**src/rtl/bridge_pkg.sv**
```systemverilog
// bridge_pkg: shared state encoding, AHB responses and APB slave selects for the AHB2APB bridge.
package bridge_pkg;
   typedef enum logic [2:0] {ST_IDLE, ST_WWAIT, ST_SETUP, ST_ACCESS, ST_ERR1, ST_ERR2} state_t;
   localparam logic [1:0] HRESP_OKAY  = 2'b00;
   localparam logic [1:0] HRESP_ERROR = 2'b01;
   localparam logic [2:0] INTERRUPT_CONTROLLER = 3'b001;
   localparam logic [2:0] COUNTER_TIMER        = 3'b010;
   localparam logic [2:0] REMAP_PAUSE          = 3'b100;
endpackage

```
**src/rtl/apb_master_controller.sv**
```systemverilog
// apb_master_controller: sequences one APB SETUP/ACCESS transfer per AHB transfer,
// stalling AHB via Hreadyout and returning read data or a two-cycle ERROR response.
module apb_master_controller
   import bridge_pkg::*;
#(
   parameter int ADDR_W  = 32,
   parameter int DATA_W  = 32,
   parameter int TIMEOUT = 16
) (
   input  logic              Hclk,
   input  logic              Hreset,
   input  logic              valid,
   input  logic [ADDR_W-1:0] Haddr,
   input  logic              Hwrite,
   input  logic [DATA_W-1:0] Hwdata,
   input  logic [2:0]        tempselx,
   input  logic [DATA_W-1:0] Prdata,
   input  logic              Pready,
   input  logic              Pslverr,
   output logic [ADDR_W-1:0] Paddr,
   output logic [DATA_W-1:0] Pwdata,
   output logic              Pwrite,
   output logic [2:0]        Pselx,
   output logic              Penable,
   output logic              Hreadyout,
   output logic [DATA_W-1:0] Hrdata,
   output logic [1:0]        Hresp
);
   localparam int CW = TIMEOUT > 0 ? $clog2(TIMEOUT + 1) : 1;

   state_t            state, next;
   logic [2:0]        sel_hold;
   logic [CW-1:0]     cnt;
   logic [DATA_W-1:0] rdata_q;
   logic              done, tmo, accept;

   assign done   = state == ST_ACCESS && Pready && !Pslverr;
   assign tmo    = TIMEOUT != 0 && cnt == CW'(TIMEOUT - 1) && !Pready;
   assign accept = valid && (state == ST_IDLE || done);

   always_ff @(posedge Hclk or posedge Hreset)
      if (Hreset) state <= ST_IDLE;
      else        state <= next;

   always_comb begin
      next = state;
      case (state)
         ST_IDLE:   next = valid ? (Hwrite ? ST_WWAIT : ST_SETUP) : ST_IDLE;
         ST_WWAIT:  next = ST_SETUP;
         ST_SETUP:  next = ST_ACCESS;
         ST_ACCESS: next = done ? (valid ? (Hwrite ? ST_WWAIT : ST_SETUP) : ST_IDLE)
                                : (Pready || tmo) ? ST_ERR1 : ST_ACCESS;
         ST_ERR1:   next = ST_ERR2;
         default:   next = ST_IDLE;
      endcase
   end

   // Read data is bypassed on the completion cycle so AHB sees it with Hreadyout.
   always_comb begin
      Hreadyout = state == ST_IDLE || state == ST_ERR2 || done;
      Hresp     = (state == ST_ERR1 || state == ST_ERR2) ? HRESP_ERROR : HRESP_OKAY;
      Hrdata    = (done && !Pwrite) ? Prdata : rdata_q;
   end

   always_ff @(posedge Hclk or posedge Hreset)
      if (Hreset) begin
         Paddr    <= '0;
         Pwdata   <= '0;
         Pwrite   <= 1'b0;
         Pselx    <= '0;
         Penable  <= 1'b0;
         rdata_q  <= '0;
         sel_hold <= '0;
         cnt      <= '0;
      end else begin
         if (accept) begin
            Paddr    <= Haddr;
            Pwrite   <= Hwrite;
            sel_hold <= tempselx;
         end
         if (state == ST_WWAIT) Pwdata <= Hwdata;
         if (done && !Pwrite) rdata_q <= Prdata;
         // A read accepted this cycle goes straight to SETUP before sel_hold is loaded.
         Pselx   <= next == ST_SETUP ? (accept ? tempselx : sel_hold)
                  : next == ST_ACCESS ? Pselx : '0;
         Penable <= next == ST_ACCESS;
         cnt     <= state == ST_SETUP ? '0
                  : (state == ST_ACCESS && !Pready && cnt != CW'(TIMEOUT)) ? cnt + CW'(1) : cnt;
      end
endmodule

```
**config.mk**
```make
export PLATFORM = sky130hd
export DESIGN_NAME = apb_master_controller
export DESIGN_NICKNAME = d
export VERILOG_FILES = /design/src/rtl/bridge_pkg.sv /design/src/rtl/apb_master_controller.sv
export SDC_FILE = /design/constraint.sdc
export NUM_CORES = 1
export LEC_CHECK = 0
export BUFFER_PORTS_ARGS = -buffer_cell sky130_fd_sc_hd__buf_4
export CAP_MARGIN = 20
export CORE_ASPECT_RATIO = 2
export CORE_MARGIN = 2
export CORE_UTILIZATION = 30
export DETAILED_ROUTE_END_ITERATION = 10
export PLACE_DENSITY = 0.63
export SYNTH_ARGS = -nofsm -noshare
export SYNTH_HDL_FRONTEND = slang
export SYNTH_SLANG_ARGS = --single-unit
```
**constraint.sdc**
```tcl
create_clock -name Hclk -period 5.1 [get_ports Hclk]
set_clock_uncertainty 0.1 [all_clocks]
set_input_delay 0.765 -clock Hclk [delete_from_list [all_inputs] [get_ports Hclk]]
set_output_delay 0.765 -clock Hclk [all_outputs]
set_load 0.01 [all_outputs]
```
## After elaboration in Yosys (flattened, before gate mapping)

Cells that the tools add are included.
W data, S select, Z words.

| operators by class | value |
|---|---|
| muxes and demuxes | 12 |
| add/sub/neg operators | 1 |
| reductions and logical operators | 17 |
| equal/unequal tests | 10 |

Operators with widths:

| operator | count |
|---|---|
| $mux W32 | 1 |
| $mux W3 | 5 |
| $pmux W3 S5 | 1 |
| $eq A3 B2 Y1 const B | 4 |
| $mux W5 | 2 |
| $logic_and A1 B1 Y1 | 7 |
| $eq A3 B3 Y1 const B | 2 |
| $add A5 B1 Y5 const B | 1 |
| $eq A5 B4 Y1 const B | 1 |
| $logic_or A1 B1 Y1 | 5 |
| $ne A5 B5 Y1 const B | 1 |
| $mux W2 | 2 |
| $eq A3 B1 Y1 const B | 1 |
| $logic_not A1 Y1 | 3 |
| $logic_not A3 Y1 | 1 |
| $ne A2 B2 Y1 const B | 1 |
| $reduce_bool A2 Y1 | 1 |
| $mux W1 | 1 |

| word-level totals | value |
|---|---|
| register bits after elaboration | 112 |
| input port bits | 105 |
| output and inout bits | 104 |
| logic and storage cells | 49 |

## Logic depth before layout (Yosys ltp)

Gate-level depths: netlist of the first run.

| logic depth | value |
|---|---|
| depth after elaboration | 9 |
| depth in mapped cells | 7 |
| depth with buffers taken out | 7 |

## Worst setup path after synthesis of the first run

No wires, ideal clock.

| path | value |
|---|---|
| path type | input to output |
| start point | input Pslverr |
| end point | output Hrdata[0] |
| stages | 5 |
| data required time | 4.235 ns |
| path buffers | 1 |
| arrival time | 1.650 ns |
| path slack | 2.585 ns |
| path through | nand2b_1 nor2_1 nand2_1 buf_2 mux2_2 |

| on the way | value |
|---|---|
| cells in the longest elaborated chain, start to end | 4 |

RTL lines:

| item | RTL line | RTL |
|---|---|---|
| start, declared | apb_master_controller.sv:19 | `input logic Pslverr,` |
| $logic_not A1 Y1 | apb_master_controller.sv:37 | `assign done = state == ST_ACCESS && Pready && !Pslverr;` |
| $logic_and A1 B1 Y1 | apb_master_controller.sv:37 |  |
| $logic_and A1 B1 Y1 | apb_master_controller.sv:62 | `Hrdata = (done && !Pwrite) ? Prdata : rdata_q;` |
| $mux W32 | -- |  |
| end, declared | apb_master_controller.sv:26 | `output logic [DATA_W-1:0] Hrdata,` |

No other way between the ends.

## Final worst setup path of the first run

| path | value |
|---|---|
| start point | register state[2] |
| end point | output Hrdata[14] |

| on the way | value |
|---|---|
| cells in the longest elaborated chain, start to end | 5 |

RTL lines:

| item | RTL line | RTL |
|---|---|---|
| start, declared | apb_master_controller.sv:31 | `state_t state, next;` |
| start signal, assigned | apb_master_controller.sv:43 | `else state <= next;` |
| $eq A3 B2 Y1 | apb_master_controller.sv:37 |  |
| $logic_and A1 B1 Y1 (2 in series) | apb_master_controller.sv:37 |  |
| $logic_and A1 B1 Y1 | apb_master_controller.sv:62 |  |
| $mux W32 | -- |  |

No other way between the ends.

==> impl_metrics.tcl, run 1 <==
set metrics [dict create \
    power-per-cell-area_mw_per_mm2 623.7 \
    die_h_um 175.4 \
    cp_num_buf_inv 2 \
    core_sq_mm 0.01435 \
    worstPathArrival_ns 2.19 \
    critPathMostFrequentCell "buf_4" \
    num_vias 3085 \
    synth_area_sq_mm 0.004408 \
    synthDistinctLibCells 32 \
    period_needed_ns 3.054 \
    slew_headroom_pct 57.89 \
    status "finished, final reports clean" \
    setup_ws_ns 2.046 \
    power_mw 4.039 \
    cp_max_fo 32 \
    setup_viol 0 \
    path_clk_slew_ns 0.08 \
    cp_top_family "flip-flops" \
    critPathSlowestCell "dfrtp_1" \
    drc 0 \
    fin_hold_ws_ns 0.2584 \
    ys_ff_latch 112 \
    clockBufferDepth 2 \
    grt_max_degree 51 \
    n_antenna_cell 0 \
    row_count 62 \
    io_pins 209 \
    drv_cap 0 \
    end_kind "output pin" \
    synth_fp_nets 397 \
    place_area_sq_mm 0.006182 \
    drt-vias-per-instance 4.426 \
    gp_congestion 0.7510 \
    final_antenna_net_count 0 \
    synthCells 289 \
    cts_tree "built" \
    worstMarginPinSlew_ns 0.6316 \
    path_cells "and3b_1 -> nand2_1 -> buf_4 -> mux2_2 -> buf_4" \
    final_common_cell "buf_4" \
    grt_pass1_vias 3262 \
    hold_path.class "in2async" \
    final_hold_viol_count 0 \
    antenna_found_initial 0 \
    avgSynthCellArea_sq_um 15.25 \
    most-common-layout-cells "buf_4, dfrtp_1, mux2_2, inv_1, clkbuf_16" \
    wire_per_inst_um 16.11 \
    nets 608 \
    rsz0062_at_grt "false" \
    dieArea_sq_mm 0.01574 \
    critPathLaunchType "flop" \
    die_w_um 89.71 \
    ir_drop_uv 215.3 \
    io_buffer_count 207 \
    htree_levels 3 \
    cts_hold_buf 0 \
    overflow 0 \
    clock_sinks 112 \
    finalSetupTns_ns 0 \
    slowest_delay_ns 0.57 \
    fin_area_sq_mm 0.006475 \
    timing_max_transition_violations_final 0 \
    ctsResizeCount 0 \
    wirelength_um 11230 \
    drive_above_1_share_pct 64.75 \
    dpl_worst_slack_ns 2.174 \
    path_class "reg2out" \
    clkLatencyLatePin_ns 0.34 \
    period_share_pct 59.89 \
    p_leak_nw 3.106 \
    ys_seq_area_share_pct 63.58 \
    required_ns 4.24 \
    cts_made_buffers 9 \
    first_pass_iters 2 \
    yosysWarningCount 0 \
    drtIter0Drc 53 \
    cts_root_buf "clkbuf_16" \
    dp_hpwl_um 8803 \
    grt_first_pass_wirelength_um 17540 \
    start_util_pct 30.71 \
    cts_setup_buffers 0 \
    grt_usage_pct 14.28 \
    area_delta_synth_final_pct 46.89 \
    fmax_ghz 0.3274 \
]
kinds of logic after synthesis:
kind of cell	after synthesis	synth area share (%)
XOR/XNOR	3	0.5962
other	1	0.08507
multiplexers	102	25.92
AND/OR/NAND/NOR	28	3.520
flip-flops	112	63.58
buffers and inverters	22	2.555
adder cells (fa/ha/maj)	3	0.8516
AO/OA/AOI/OAI	18	2.895
sequential cells by signal, summed over array words and instances (netlist names):
register  flops
cnt           5
sel_hold      3
Pwrite        1
Penable       1
Paddr        32
Pselx         3
state         3
Pwdata       32
rdata_q      32
final cells by class:
type / count / area [sq um]
Sequential cell: 112 / 2803
Inverter: 10 / 40.04
Timing Repair Buffer: 212 / 1604
Clock buffer: 11 / 252.7
Fill cell: 1363 / 7876
Tap cell: 192 / 240.2
Multi-Input combinational cell: 155 / 1495
Clock inverter: 5 / 40.04
cell usage after synthesis:
master	n	share of area, %
and3b_1	1	0.20
buf_2	6	0.68
xor2_1	1	0.20
xnor2_1	2	0.40
conb_1	1	0.085
nand2_1	3	0.26
nand2b_1	4	0.57
mux2_2	95	24
clkbuf_1	1	0.085
o21ai_0	2	0.23
buf_4	4	0.68
o311a_1	1	0.23
a21oi_4	1	0.37
o211ai_1	2	0.34
a21oi_1	6	0.68
a211oi_1	4	0.68
nor3b_1	2	0.34
inv_1	10	0.85
o31a_1	1	0.20
nor2_1	9	0.77
or2_4	1	0.20
nand4b_1	1	0.20
buf_6	1	0.26
mux2i_1	5	1.1
and3_1	1	0.14
nor2b_1	2	0.28
ha_1	3	0.85
o31ai_1	1	0.17
dfrtp_1	112	64
mux2_1	2	0.51
and2_1	3	0.43
nand4_1	1	0.14
per-stage QoR:
step | cells | utilization (%)
5_1_grt | 697 | 45.12
2_1_floorplan | 289 | -
4_1_cts | 697 | 45.12
6_report | 697 | 45.12
3_5_place_dp | 681 | 43.08
3_3_place_gp | 680 | 42.94
report_power, final:
part	total [mW]	switching (mW)	leakage (nW)	internal (mW)
clock	0.689	0.326	0.146	0.362
sequential	1.53	0.206	1.35	1.33
combinational	1.82	0.785	1.61	1.03
total	4.04	1.32	3.11	2.72
path summary, 6_finish.rpt:
| kind | from | end | slack [ns] | depth (start not counted) |
|---|---|---|---|---|
| min reg2reg | sel_hold[0]$_DFF_PP0_ | sel_hold[0]$_DFF_PP0_ | 0.39 | 2 |
| max | state[2]$_DFF_PP0_ | Hrdata[14] | 2.05 | 5 |
| max in group asynchronous | Hreset | Paddr[10]$_DFFE_PP0P_ | 3.71 | 3 |
| min | Hreset | rdata_q[18]$_DFF_PP0_ | 0.26 | 2 |
| min in group Hclk | sel_hold[0]$_DFF_PP0_ | sel_hold[0]$_DFF_PP0_ | 0.39 | 2 |
| max reg2reg | cnt[0]$_DFFE_PP0P_ | Pselx[0]$_DFFE_PP0P_ | 2.95 | 7 |
per-layer routing:
| layer | track usage [%] | up-vias | part of all wire, % |
|---|---|---|---|
| met3 | 2.789 | 17 | 3.7 |
| met5 | 0 | - | 0 |
| li1 | - | 1426 | - |
| met2 | 28.06 | 88 | 60 |
| met4 | 6.987 | 0 | 3.0 |
| met1 | 13.99 | 1554 | 33 |
No activity file was read; power rests on OpenSTA's default activity.
==> inputs of run 2 (changes only) <==
--- a/config.mk
+++ b/config.mk
@@ -11,7 +11,7 @@
 export CORE_MARGIN = 2
 export CORE_UTILIZATION = 30
 export DETAILED_ROUTE_END_ITERATION = 10
-export PLACE_DENSITY = 0.63
+export PLACE_DENSITY = 0.65
 export SYNTH_ARGS = -nofsm -noshare
 export SYNTH_HDL_FRONTEND = slang
 export SYNTH_SLANG_ARGS = --single-unit
==> constraint.sdc (replaced) <==
create_clock -name Hclk -period 2.7 [get_ports Hclk]
set_clock_uncertainty 0.1 [all_clocks]
set_input_delay 0.405 -clock Hclk [delete_from_list [all_inputs] [get_ports Hclk]]
set_output_delay 0.405 -clock Hclk [all_outputs]
set_load 0.01 [all_outputs]
==> run 2 against run 1 <==
  * First-iteration DRC count increased by 21%
  * Non-clock buffer count grew 1
  * Largest power group unchanged
  * Sequential power up 90%
  * Routed wire length down 0.76%
==> impl_metrics.tcl, run 2 (synthesis gave the netlist of run 1 again) <==
set metrics [dict create \
    stdcell_count 698 \
    timing_max_transition_violations_final 0 \
    path_clk_slew_ns 0.07 \
    reg.largest.list "Paddr (32), Pwdata (32), rdata_q (32)" \
    overflow 0 \
    grt_usage_pct 14.41 \
    drc 0 \
    worstMarginPinSlew_ns 0.8898 \
    cp_max_fo 32 \
    ir_drop_uv 499.7 \
    io_pins 209 \
    drt-vias-per-instance 4.381 \
    die_h_um 175.4 \
    cts_tree "built" \
    htree_levels 3 \
    final_hold_viol_count 0 \
    grt_max_degree 69 \
    power-per-cell-area_mw_per_mm2 1194 \
    io_buffer_count 207 \
    end_kind "output pin" \
    clockBufferDepth 2 \
    rsz0062_at_grt "false" \
    final_common_cell "buf_4" \
    final_antenna_net_count 0 \
    path_class "reg2out" \
    area_delta_synth_final_pct 48.11 \
    place_inst 682 \
    start_util_pct 30.71 \
    drive_above_1_share_pct 64.43 \
    gp_congestion 0.7731 \
    n_antenna_cell 0 \
    clkLatencyLatePin_ns 0.34 \
    cts_made_buffers 9 \
    status "finished, final reports clean" \
    drtIter0Drc 64 \
    cts_hold_buf 0 \
    fill_cells 1330 \
    hold_path.class "in2async" \
    wirelength_um 11150 \
    multi_input_area_sq_mm 0.001495 \
    drv_cap 0 \
    row_count 62 \
    worstPathArrival_ns 2.02 \
    cts_root_buf "clkbuf_16" \
    dieArea_sq_mm 0.01574 \
    regArea_sq_mm 0.002803 \
    slew_headroom_pct 40.68 \
    clock_sinks 112 \
    p_leak_nw 3.126 \
    finalSetupTns_ns 0 \
    die_w_um 89.71 \
    first_pass_iters 4 \
    core_sq_mm 0.01435 \
    grt_pass1_vias 3427 \
    period_needed_ns 2.522 \
    dp_hpwl_um 8912 \
    period_share_pct 93.41 \
    antenna_found_initial 0 \
    nets 609 \
    critPathLaunchType "flop" \
    setup_viol 0 \
    grt_first_pass_wirelength_um 17730 \
    required_ns 2.19 \
    num_vias 3058 \
    fmax_ghz 0.3965 \
    wire_per_inst_um 15.97 \
    most-common-layout-cells "buf_4, dfrtp_1, mux2_2, inv_1, clkbuf_16" \
]
==> run 2: path summary, 6_finish.rpt <==
kind | depth (start not counted) | endpoint | slack, ns | startpoint
worst max-delay path | 5 | Hrdata[28] | 0.18 | state[1]$_DFF_PP0_
worst min-delay path | 3 | rdata_q[3]$_DFF_PP0_ | 0.13 | Hreset
worst max register to register | 7 | Pselx[1]$_DFFE_PP0P_ | 0.56 | cnt[0]$_DFFE_PP0P_
worst min register to register | 2 | sel_hold[1]$_DFF_PP0_ | 0.38 | sel_hold[1]$_DFF_PP0_
max in group asynchronous | 3 | Paddr[10]$_DFFE_PP0P_ | 1.64 | Hreset
min in group Hclk | 2 | Pwdata[25]$_DFFE_PP0N_ | 0.18 | Hwdata[25]
==> run 2: worst max-delay path, stage by stage, from the launching register on <==
cell,delay (ns)
dfrtp_1,0.47
and3b_1,0.25
nand2_1,0.10
buf_6,0.28
mux2_2,0.40
buf_4,0.15
==> run 2: area by class of cell <==
| cell class | instances | share of cell area (%) |
|---|---|---|
| Multi-Input combinational cell | 155 | 22.90 |
| Clock buffer | 14 | 4.197 |
| Tap cell | 192 | 3.680 |
| Inverter | 10 | 0.6324 |
| Clock inverter | 2 | 0.9199 |
| Timing Repair Buffer | 213 | 24.74 |
| Sequential cell | 112 | 42.93 |
==> run 2: per-stage QoR <==
stage | setup WS (ns) | hold WS (ns) | power, mW | cell area (sq um) | util [%]
detailed placement | 0.4504 | 0.3704 | 6.453 | 6191 | 43.14
finish | 0.1779 | 0.1295 | 7.793 | 6529 | 45.49
global placement | 0.4416 | 0.3668 | 6.349 | 6191 | 43.14
global route | 0.07155 | 0.1690 | 8.281 | 6529 | 45.49
CTS | 0.05854 | 0.1392 | 7.934 | 6525 | 45.47
floorplan | 0.8010 | 0.3471 | 4.684 | 4412 | -
==> run 2: metal layers <==
layer	wire length, um	vias up	track usage, %
met4	505	0	9.295
met5	0	-	0
met3	441	28	2.574
li1	-	1423	-
met1	3689	1504	13.85
met2	6510	103	27.68
==> run 2: power by group <==
part	internal, mW	leakage [nW]	switching (mW)	total, mW
registers	2.51	1.35	0.391	2.90
clock network	0.890	0.163	0.562	1.45
logic	1.95	1.61	1.49	3.44
==> run 2: repair_timing <==
action	4_1_cts	5_1_grt
setup buffers	0	0
resized for setup	0	1
setup endpoints to repair	0	31
